File: src/rtl/edge_period_meter.sv
// Period meter for an 8:1 deserialized square wave: 1/8-cycle edge timestamps,
// sums of 2^AVG_LOG2 back-to-back periods, and loss-of-signal detection.
module edge_period_meter #(
  parameter int COUNTER_BITS = 16,
  parameter int AVG_LOG2     = 4,
  parameter int TIMEOUT_BITS = 12
) (
  input  logic                    CLK,
  input  logic                    RESET_N,
  input  logic                    CE,
  input  logic [7:0]              IN,
  output logic [COUNTER_BITS+2:0] PERIOD_OUT,
  output logic                    PERIOD_VALID,
  output logic                    SIGNAL_LOST
);

  localparam int TS_W = COUNTER_BITS + 3;
  localparam logic [AVG_LOG2-1:0]     EDGE_LAST = '1;
  localparam logic [TIMEOUT_BITS-1:0] TO_MAX    = '1;
  localparam logic [TIMEOUT_BITS-1:0] TO_PRE    = TO_MAX - 1'b1;

  typedef enum logic {WAIT_FIRST = 1'b0, MEASURE = 1'b1} state_t;

  state_t state_q, state_d;

  logic [7:0]              in_p1;
  logic                    prev_bit_p1;
  logic [COUNTER_BITS-1:0] cyc_cnt_p1;

  logic [7:0]              rise_p1;
  logic                    hit_p1;
  logic [TS_W-1:0]         ts_p1;
  logic                    step, quiet_step, to_fire;
  logic                    open_win, close_win;

  logic [AVG_LOG2-1:0]     edge_cnt_p2;
  logic [TS_W-1:0]         start_ts_p2;
  logic [TIMEOUT_BITS-1:0] timeout_cnt_p2;

  // Lowest set bit of the rise mask is the first rising edge in the word.
  function automatic logic [2:0] first_rise(input logic [7:0] r);
    logic [2:0] p;
    p = 3'd0;
    for (int i = 7; i >= 0; i--) begin
      if (r[i]) p = 3'(i);
    end
    return p;
  endfunction

  function automatic logic [TIMEOUT_BITS-1:0] sat_inc(input logic [TIMEOUT_BITS-1:0] v);
    return (v == TO_MAX) ? v : v + 1'b1;
  endfunction

  // ---- stage 1: word capture and word timestamp ----
  always_ff @(posedge CLK or negedge RESET_N) begin
    if (!RESET_N) begin
      in_p1       <= '0;
      prev_bit_p1 <= 1'b1;
      cyc_cnt_p1  <= '0;
    end else if (CE) begin
      in_p1       <= IN;
      prev_bit_p1 <= in_p1[7];
      cyc_cnt_p1  <= cyc_cnt_p1 + 1'b1;
    end
  end

  assign rise_p1    = in_p1 & ~{in_p1[6:0], prev_bit_p1};
  assign hit_p1     = |rise_p1;
  assign ts_p1      = {cyc_cnt_p1, first_rise(rise_p1)};
  assign step       = CE & hit_p1;
  assign quiet_step = CE & ~hit_p1;
  assign to_fire    = quiet_step & ((timeout_cnt_p2 == TO_MAX) | (timeout_cnt_p2 == TO_PRE));

  // ---- stage 2: window FSM and result registers ----
  always_ff @(posedge CLK or negedge RESET_N) begin
    if (!RESET_N) state_q <= WAIT_FIRST;
    else          state_q <= state_d;
  end

  always_comb begin
    state_d = state_q;
    case (state_q)
      WAIT_FIRST: if (step)    state_d = MEASURE;
      MEASURE:    if (to_fire) state_d = WAIT_FIRST;
      default:                 state_d = WAIT_FIRST;
    endcase
  end

  always_comb begin
    open_win  = 1'b0;
    close_win = 1'b0;
    case (state_q)
      WAIT_FIRST: open_win  = step;
      MEASURE:    close_win = step & (edge_cnt_p2 == EDGE_LAST);
      default: ;
    endcase
  end

  always_ff @(posedge CLK or negedge RESET_N) begin
    if (!RESET_N) begin
      edge_cnt_p2    <= '0;
      start_ts_p2    <= '0;
      timeout_cnt_p2 <= '0;
      PERIOD_OUT     <= '0;
      PERIOD_VALID   <= 1'b0;
      SIGNAL_LOST    <= 1'b0;
    end else begin
      PERIOD_VALID <= close_win;
      if (step) begin
        edge_cnt_p2    <= (open_win | close_win) ? '0 : edge_cnt_p2 + 1'b1;
        timeout_cnt_p2 <= '0;
        SIGNAL_LOST    <= 1'b0;
      end else if (quiet_step) begin
        timeout_cnt_p2 <= sat_inc(timeout_cnt_p2);
        if (to_fire) begin
          edge_cnt_p2 <= '0;
          SIGNAL_LOST <= 1'b1;
        end
      end
      if (open_win | close_win) start_ts_p2 <= ts_p1;
      // Modular subtraction keeps results correct across counter wrap.
      if (close_win) PERIOD_OUT <= ts_p1 - start_ts_p2;
    end
  end

endmodule
File: config.mk
export PLATFORM = sky130hd
export DESIGN_NAME = edge_period_meter
export DESIGN_NICKNAME = d
export VERILOG_FILES = /design/src/rtl/edge_period_meter.sv
export SDC_FILE = /design/constraint.sdc
export NUM_CORES = 1
export LEC_CHECK = 0
export ABC_AREA = 1
export ABC_CLOCK_PERIOD_IN_PS = 2400
export CAP_MARGIN = 5
export CORE_MARGIN = 2
export CORE_UTILIZATION = 41
export CTS_BUF_LIST = sky130_fd_sc_hd__clkbuf_8
export CTS_CLUSTER_SIZE = 25
export DETAILED_ROUTE_END_ITERATION = 16
export MAX_ROUTING_LAYER = met4
export PLACE_DENSITY = 0.59
export SETUP_SLACK_MARGIN = 0.05
export SLEW_MARGIN = 5
export SYNTH_ARGS = -nofsm -noshare
export SYNTH_HDL_FRONTEND = slang
export SYNTH_SLANG_ARGS = --single-unit
File: constraint.sdc
create_clock -name CLK -period 2.4 [get_ports CLK]
set_input_delay 0.48 -clock CLK [delete_from_list [all_inputs] [get_ports CLK]]
set_output_delay 0.48 -clock CLK [all_outputs]
set_load 0.005 [all_outputs]
Word-level counts from Yosys, hierarchy flattened
Cells that the tools add are included.
Widths: inputs -> output; s select.
{ "word_totals": {"ff_bits": 82, "latch_bits": 0, "mem_bits_rw": 0, "rom_bits": 0, "inputBits": 11, "mem_count": 0} }
{ "op_classes": {"addsub": 4, "multipliers": 0, "div": 0, "n_lt_le_gt_ge": 0, "eq_ne": 4, "shift": 0, "muxes": 23, "n_bitwise": 10, "reduce_logical": 5} }
{ "op_table": {"columns": ["operator", "n"], "rows": [
  ["$mux 12", 3],
  ["$eq 12x12->1 const B", 2],
  ["$mux 3", 8],
  ["$sub 19x19->19", 1],
  ["$add 16x1->16 const B", 1],
  ["$mux 4", 4],
  ["$add 12x1->12 const B", 1],
  ["$and 8x8->8", 1],
  ["$not 8->8", 1],
  ["$reduce_or 8->1", 1],
  ["$mux 1", 7],
  ["$add 4x1->4 const B", 1],
  ["$and 1x1->1", 4],
  ["$eq 4x4->1 const B", 1],
  ["$reduce_and 2->1", 2],
  ["$reduce_bool 2->1", 2],
  ["$ne 2x2->1 const B", 1],
  ["$not 1->1", 2],
  ["$or 1x1->1", 2],
  ["$pmux 1 s2", 1]
]} }

Longest topological paths before layout
Gate-level depths: netlist of the first run.
{ "logic_depth": {"word_depth": 11, "ltp_mapped": 17} }

Worst setup path after synthesis of the first run
Ideal clock, no wire load.
{ "synth_timing": {"path_kind": "register to register", "startpoint": "register prev_bit_p1", "endpoint": "register PERIOD_OUT[12]", "t_arrival_ns": 2.011, "t_required_ns": 2.283, "path_slack_ns": 0.272, "stages_incl_launch_ff": 17, "path_buffers": 0, "period_less_slack_ns": 2.128, "cell_sequence": "dfstp_2 > inv_1 > nand2_1 > nand2_1 > a21oi_1 > inv_1 > fa_1 > inv_1 > nand3_1 > nand3_1 > nand2_1 > nand2_1 > nand2_1 > nand2_1 > nand2_1 > nand3_1 > nand2_1"} }
{ "synth_via": {"word_cells_on_any_way": 8, "cone_classes": "add/sub (1); mux (2); bitwise (4); reduce/logical (1)"} }
{ "synth_lines": {"columns": ["item", "line_no", "text"], "rows": [
  ["start, declared", "27", "logic prev_bit_p1;"],
  ["start signal, assigned", "62", "prev_bit_p1 <= in_p1[7];"],
  ["$not 8->8", "67", "assign rise_p1 = in_p1 & ~{in_p1[6:0], prev_bit_p1};"],
  ["$and 8x8->8", "67", null],
  ["$mux 3", "45", "if (r[i]) p = 3'(i);"],
  ["named net ts_p1[1]", "32", "logic [TS_W-1:0] ts_p1;"],
  ["$sub 19x19->19", "122", "if (close_win) PERIOD_OUT <= ts_p1 - start_ts_p2;"],
  ["end signal, assigned", "122", null],
  ["end, declared", "12", "output logic [COUNTER_BITS+2:0] PERIOD_OUT,"]
]} }
The timed path passes the listed nets, and every way through them passes these cells.
A chain may end at the register's enable or synchronous reset.

Final worst setup path of the first run
{ "layout_timing": {"startpoint": "register in_p1[3]", "endpoint": "register PERIOD_OUT[12]"} }
{ "layout_via": {"elab_chain_len": 8, "word_cells_on_any_way": 12, "cone_classes": "add/sub (1); mux (6); bitwise (4); reduce/logical (1)"} }
{ "layout_rtl": {"columns": ["item", "line_no", "text"], "rows": [
  ["start, declared", "26", "logic [7:0] in_p1;"],
  ["start signal, assigned", "57", "in_p1 <= '0;"],
  ["start signal, assigned", "61", "in_p1 <= IN;"],
  ["$not 8->8", "67", null],
  ["$and 8x8->8 (*)", "67", null],
  ["$mux 3 (5 in a row)", "45", null],
  ["$sub 19x19->19", "122", null]
]} }
Every way passes the cells marked *; elsewhere a longest branch is shown, timed or not.

==> reports/qor.txt, run 1 <==
Status = completed
Fin worst setup slack = 0.2038 ns
DPL Wire Length = 6860 um
Finished Cell Area = 0.005522 mm2
Vias in the first global route = 3,616
#FFs+latches synth = 82
Root Buffer = clkbuf_8
Max_cap viols = 0
Syn_area_per_cell = 8.112 um2
Area after DPL = 0.005225 mm2
Crit. path cell count = 17
First-pass GRT wire length = 16,370 um
WP buf/inv = 2
Final Wtd Congestion = 0.8366
Final Max Slew Viols = 0
CP required = 2.65 ns
Hold crit path type = in2async
Die height = 112.0 um
Io pins = 32
Setup slack, reg-to-reg = 0.20 ns
DR vias/cell = 4.816
Hold-fix buffers, CTS = 0
Inserted Diodes = 0
CP Data Arrival Time = 2.45 ns
Clock buffer depth = 2
Endpoints failing setup = 0
CP most frequent cell = nand2_1
Worst-path fanout max = 3
Most common cell after layout, fill and taps aside = nand2_1
Iteration count of the initial detailed-routing pass = 4
Crit-path cells = inv_1 > nand2_1 > nand3_1 > nand4_1 > nand3_1 > ha_2 > fa_2 > inv_2 > nand3_1 > nand3_2 > nand2_1 > nand2_2 > nand2_1 > nand2_1 > nand2_1 > nand3_1 > nand2_1
# DRC = 0
Critical path's largest stage delay = 0.41 ns
Synthesized area = 0.004786 mm2
Fin Hold WS = 0.09859 ns
Wirelength, routed = 9271 um
Synth Warn # = 0
Clock transition at path regs = 0.09 ns
Ys flop type = dfrtp_1
Mapped Nets = 624
Area grow syn2layout = 15.37%
Hold violation count in the final report = 0
Slew @ Worst Pin = 0.9319 ns
Min cycle time layout = 2.196 ns
Routed Antenna Nets = 0
Count of different cell masters after synthesis = 34
Placed cell count = 758
Critical path class = reg2reg
H-tree lvl count = 3
Dpl ws = 0.02930 ns
Worst R2R Start = in_p1[3]$_DFFE_PN0P_
RSZ-0062 raised after global routing = yes
Die W = 112.0 um
Clk_skew = 0.01124 ns
Core Region = 0.01142 mm2
Post-Synthesis Cells = 590
Port Buf Inserts = 31
Tcrit/Tclk final = 0.9151
EDFF count, synth = 0
R2r worst-path depth = 17
CP startpoint kind = flop
Max-slew headroom = 0.3763
Final net count = 664
Total number of vias = 3,747
Worst reg2reg endpoint = PERIOD_OUT[12]$_DFFE_PN0P_
Leakage = 0.002786 uW
Peak supply drop = 0.0004945 V
Filler cell count = 1,137
Die area = 0.01255 mm2
Sequential share of the synthesized area = 0.4290
Total Power = 5944 uW
Detail-routed net length per standard cell = 11.92 um
CP delay by family, top = simple AND/OR/NAND/NOR gates
Worst-Skew Late Latency = 0.36 ns
Max Clock Freq = 455.3 MHz
Async set-reset flop share out of synthesis = 1.000
CTS tree = built
Initial antenna violation count = 0
Crit end category = flop
Commonest cells after routing, fill and taps aside = 155 x nand2_1, 81 x dfrtp_1, 78 x inv_1, 48 x nand3_1, 34 x nor2_1
Initial Util = 0.4191
TritonCTS Sinks = 82
Slowest stage cell, crit path = fa_2
PwrDens = 1076 mW/mm2
GRT overflow = 0
DR iter-0 viols = 181
Total GRT Usage = 0.1637
Pin count of the biggest net entering global routing = 46
Core Rows = 39
Inserted Clock Buffers = 9
Layout cell share with drive strength beyond 1 = 0.1181
Non-filler cells, final = 778
registers in the layout, indices dropped and copies added (netlist names), 4 cells and up:
signal and cells:
in_p1 8, edge_cnt_p2 4, start_ts_p2 19, PERIOD_OUT 19
timeout_cnt_p2 12, cyc_cnt_p1 16
final cells by class:
class	instances	area, um2	area share
repair buffers	41	382.9	0.06934
flip-flops and latches	82	2053	0.3719
inverters	82	310.3	0.05620
clock buffers	10	137.6	0.02493
multi-input cells	414	2377	0.4305
well taps	143	178.9	0.03240
clock inverters	6	81.33	0.01473
power breakdown:
| part | total, uW | internal, uW | switching, uW |
|---|---|---|---|
| sequential | 2000 | 1740 | 256 |
| clock | 1120 | 607 | 511 |
| combinational | 2830 | 1200 | 1630 |
| total | 5940 | 3550 | 2390 |
cell usage after synthesis, types with 2 or more instances:
cell type,count,area share
buf_6,4,0.0094
inv_2,3,0.0024
o21ai_2,20,0.037
nand2_4,3,0.0071
a21oi_1,25,0.026
o21ai_0,26,0.027
and2_1,2,0.0026
nand2_1,157,0.12
xor2_1,30,0.055
nand2_2,5,0.0065
o31ai_1,2,0.0031
nand3_1,50,0.052
nor3_1,10,0.010
ha_1,22,0.058
o21ai_1,2,0.0021
inv_1,78,0.061
nor2_1,34,0.027
dfrtp_1,81,0.42
nand3b_1,6,0.0094
xnor2_1,7,0.013
nand4_1,6,0.0078
buf_2,2,0.0021
buf_4,4,0.0063
per-layer routing:
layer / GRT usage / up-vias / wire length (um)
li1: - / 1961 / -
met1: 0.2170 / 1739 / 4758
met3: 0.02646 / 13 / 210
met4: 0.06585 / 0 / 182
met2: 0.2533 / 34 / 4119
met5: - / - / 0
through the flow:
step / util / setup TNS, ns
after global placement: 0.4576 / 0
after global routing: 0.4836 / -0.00008482
after detailed placement: 0.4576 / 0
after floorplan: - / 0
after CTS: 0.4771 / 0
final: 0.4836 / 0
cell families (layout without fill, tap and decap cells):
group	after synthesis	after routing	synth area share
xor gates and xnor gates	37	37	0.06771
adders and majority gates	23	23	0.06170
and+or+nand+nor	278	278	0.2588
DFF	82	82	0.4290
AOI/OAI and AO/OA	76	76	0.09856
buffers and inverters	94	139	0.08418
worst max path at each step:
stage / start / to / slack, ns
finish: in_p1[3]$_DFFE_PN0P_ / PERIOD_OUT[12]$_DFFE_PN0P_ / 0.20
global route: in_p1[3]$_DFFE_PN0P_ / PERIOD_OUT[16]$_DFFE_PN0P_ / -0.00008
CTS: prev_bit_p1$_DFFE_PN1P_ / PERIOD_OUT[12]$_DFFE_PN0P_ / 0.07
detailed placement: prev_bit_p1$_DFFE_PN1P_ / PERIOD_OUT[16]$_DFFE_PN0P_ / 0.03
global placement: prev_bit_p1$_DFFE_PN1P_ / PERIOD_OUT[12]$_DFFE_PN0P_ / 0.09
floorplan: prev_bit_p1$_DFFE_PN1P_ / PERIOD_OUT[12]$_DFFE_PN0P_ / 0.27
what timing repair did:
| item | in CTS | in global routing |
|---|---|---|
| setup buffers | 0 | 4 |
| setup endpoints to repair | 2 | 13 |
| pin swaps | 0 | 4 |
| gates cloned | 0 | 0 |
| gates resized for setup | 1 | 11 |
Note: power is estimated with default switching activity, not from simulation.
==> inputs of run 2 (changes only) <==
--- a/config.mk
+++ b/config.mk
@@ -6,15 +6,18 @@
 export NUM_CORES = 1
 export LEC_CHECK = 0
 export ABC_AREA = 1
-export ABC_CLOCK_PERIOD_IN_PS = 2400
+export ABC_CLOCK_PERIOD_IN_PS = 2600
 export CAP_MARGIN = 5
+export CELL_PAD_IN_SITES_DETAIL_PLACEMENT = 0
+export CELL_PAD_IN_SITES_GLOBAL_PLACEMENT = 2
 export CORE_MARGIN = 2
-export CORE_UTILIZATION = 41
+export CORE_UTILIZATION = 40
 export CTS_BUF_LIST = sky130_fd_sc_hd__clkbuf_8
+export CTS_CLUSTER_DIAMETER = 80
 export CTS_CLUSTER_SIZE = 25
 export DETAILED_ROUTE_END_ITERATION = 16
 export MAX_ROUTING_LAYER = met4
-export PLACE_DENSITY = 0.59
+export PLACE_DENSITY = 0.88
 export SETUP_SLACK_MARGIN = 0.05
 export SLEW_MARGIN = 5
 export SYNTH_ARGS = -nofsm -noshare
==> constraint.sdc (replaced) <==
create_clock -name CLK -period 2.6 [get_ports CLK]
set_input_delay 0.52 -clock CLK [delete_from_list [all_inputs] [get_ports CLK]]
set_output_delay 0.52 -clock CLK [all_outputs]
set_load 0.005 [all_outputs]
==> run 2 against run 1 <==
Net effect:
- final cell count decreased by 0.90%
- routed wire length increased by 0.95%
- sequential share of layout area increased by 0.69 points
- worst hold slack got worse by 0.064 ns
- sequential power decreased by 7%
- register-to-register slack improved by 0.14 ns
- count of clock-buffer cells in the layout increased by 3
- clock skew about the same
- critical path depth decreased by 2
- sequential cell count unchanged
- first-iteration DRC count increased by 3.9%
- highest routed layer unchanged
==> reports/qor.txt, run 2 (synthesis gave the netlist of run 1 again) <==
Status = completed
Fin Hold WS = 0.03506 ns (-0.06353 ns)
Final Wtd Congestion = 0.7860 (-6.0%)
Worst-path fanout max = 3 (unchanged)
TritonCTS Sinks = 82 (unchanged)
H-tree lvl count = 3 (unchanged)
Max Clock Freq = 443.4 MHz (-2.6%)
PwrDens = 979.3 mW/mm2 (-9.0%)
Non-filler cells, final = 771 (-0.90%)
CTS tree = built
Final net count = 658 (-0.90%)
Most common cell after layout, fill and taps aside = nand2_1
First-pass GRT wire length = 16,670 um (+1.8%)
CP required = 2.84 ns (+0.19 ns)
CP startpoint kind = flop
Layout cell share with drive strength beyond 1 = 0.09873 (-0.01938)
CP Data Arrival Time = 2.50 ns (+0.05 ns)
Wirelength, routed = 9359 um (+0.95%)
Total Power = 5309 uW (-11%)
GRT overflow = 0 (unchanged)
Iteration count of the initial detailed-routing pass = 4 (unchanged)
Hold violation count in the final report = 0 (unchanged)
Endpoints failing setup = 0 (unchanged)
Crit end category = flop
Initial Util = 0.4138 (-0.005305)
Die W = 113.4 um (+1.2%)
Root Buffer = clkbuf_8
Vias in the first global route = 3,600 (-0.44%)
Port Buf Inserts = 31 (unchanged)
Clock transition at path regs = 0.08 ns (about the same)
Finished Core Util = 0.4688 (-0.01478)
DR iter-0 viols = 188 (+3.9%)
Routed Antenna Nets = 0 (unchanged)
Tcrit/Tclk final = 0.8675 (-0.04761)
Leakage = 0.002737 uW (-1.7%)
Placed cell count = 755 (-0.40%)
Setup TNS = 0 ns (unchanged)
Clk_skew = 0.01082 ns (-0.0004276 ns)
Die height = 113.4 um (+1.2%)
Pin count of the biggest net entering global routing = 64 (+39%)
Inserted Diodes = 0 (unchanged)
Hold-fix buffers, CTS = 0 (unchanged)
DR vias/cell = 4.715 (-2.1%)
Critical path class = reg2reg
Area grow syn2layout = 13.28%
DPL Wire Length = 6975 um (+1.7%)
Hold crit path type = in2async
Die area = 0.01286 mm2 (+2.4%)
Inserted Clock Buffers = 9 (unchanged)
Io pins = 32 (unchanged)
Slew @ Worst Pin = 0.9364 ns (+0.004431 ns)
Total number of vias = 3,635 (-3.0%)
Final Max Slew Viols = 0 (unchanged)
Clock buffer depth = 2 (unchanged)
Worst-Skew Late Latency = 0.36 ns (about the same)
Peak supply drop = 0.0003439 V (-30%)
Min cycle time layout = 2.255 ns (+0.05922 ns)
Core Region = 0.01156 mm2 (+1.3%)
Biggest regs = PERIOD_OUT x19, start_ts_p2 x19, cyc_cnt_p1 x16
Max_cap viols = 0 (unchanged)
Commonest cells after routing, fill and taps aside = 156 x nand2_1, 81 x dfrtp_1, 78 x inv_1, 50 x nand3_1, 34 x nor2_1
RSZ-0062 raised after global routing = no
Max-slew headroom = 0.3734 (-0.002965)
Detail-routed net length per standard cell = 12.14 um (+1.9%)
Core Rows = 39 (unchanged)
# DRC = 0 (unchanged)
Total GRT Usage = 0.1678 (+0.004059)
Initial antenna violation count = 0 (unchanged)
==> run 2: cell types whose count changed in the layout (fill, tap and decap cells not counted), moves of 2 or more <==
cell | previous run | this run
clkinv_2 | 2 | 0
nand3_2 | 2 | 0
clkbuf_8 | 10 | 13
buf_4 | 11 | 4
ha_1 | 20 | 22
nand3_1 | 48 | 50
bufinv_16 | 2 | 0
==> run 2: repair_timing <==
| item | 4_1_cts | 5_1_grt |
|---|---|---|
| setup buffers | 0 | 1 |
| setup endpoints to repair | 0 | 3 |
| gates resized for setup | 0 | 4 |
==> run 2: layout make-up <==
cell class,instances,area (um2)
Clock buffer,13,178.9
Clock inverter,2,11.26
Fill cell,1191,6143
Inverter,82,310.3
Multi-Input combinational cell,414,2338
Sequential cell,82,2053
Tap cell,143,178.9
Timing Repair Buffer,35,350.3
==> run 2: final timing paths <==
path / from / to / slack, ns / cells after the start
setup / recovery: in_p1[5]$_DFFE_PN0P_ / PERIOD_OUT[12]$_DFFE_PN0P_ / 0.34 / 15
hold / removal: RESET_N / timeout_cnt_p2[8]$_DFFE_PN0P_ / 0.04 / 1
setup reg to reg: in_p1[5]$_DFFE_PN0P_ / PERIOD_OUT[12]$_DFFE_PN0P_ / 0.34 / 15
hold reg to reg: PERIOD_OUT[15]$_DFFE_PN0P_ / PERIOD_OUT[15]$_DFFE_PN0P_ / 0.48 / 2
max in group asynchronous: RESET_N / start_ts_p2[16]$_DFFE_PN0P_ / 1.94 / 2
min in group CLK: PERIOD_OUT[15]$_DFFE_PN0P_ / PERIOD_OUT[15]$_DFFE_PN0P_ / 0.48 / 2
==> run 2: through the flow <==
step	worst slack, ns	instance area, um2
6_report	0.3446	5421
2_1_floorplan	0.4717	4786
3_5_place_dp	0.1386	5215
3_3_place_gp	0.1242	5215
4_1_cts	0.1137	5405
5_1_grt	0.06560	5421
==> run 2: worst max-delay path: stages (launching register included) <==
cell and delay, ns:
dfrtp_1 0.43, o21ai_2 0.18, nand3_1 0.11, a21oi_2 0.17, inv_1 0.09, fa_2 0.41, inv_2 0.08, nand3_1 0.06
nand3_1 0.12, nand2_1 0.08, nand2_2 0.10, nand2_1 0.07, nand2_1 0.06, nand2_1 0.04, nand3_1 0.09, nand2_1 0.05
==> run 2: per-layer routing <==
metal / part of all wire / vias to the layer above / wire length [um] / GRT usage
met5: 0 / - / 0 / -
met4: 0.0060 / 0 / 56 / 0.03902
met3: 0.031 / 4 / 287 / 0.05154
met2: 0.43 / 38 / 4045 / 0.2563
met1: 0.53 / 1656 / 4970 / 0.2206
li1: - / 1937 / - / -
==> run 2: report_power, final <==
part	internal (uW)	switching (uW)
sequential	1610	237
clock	443	445
combinational	1070	1500
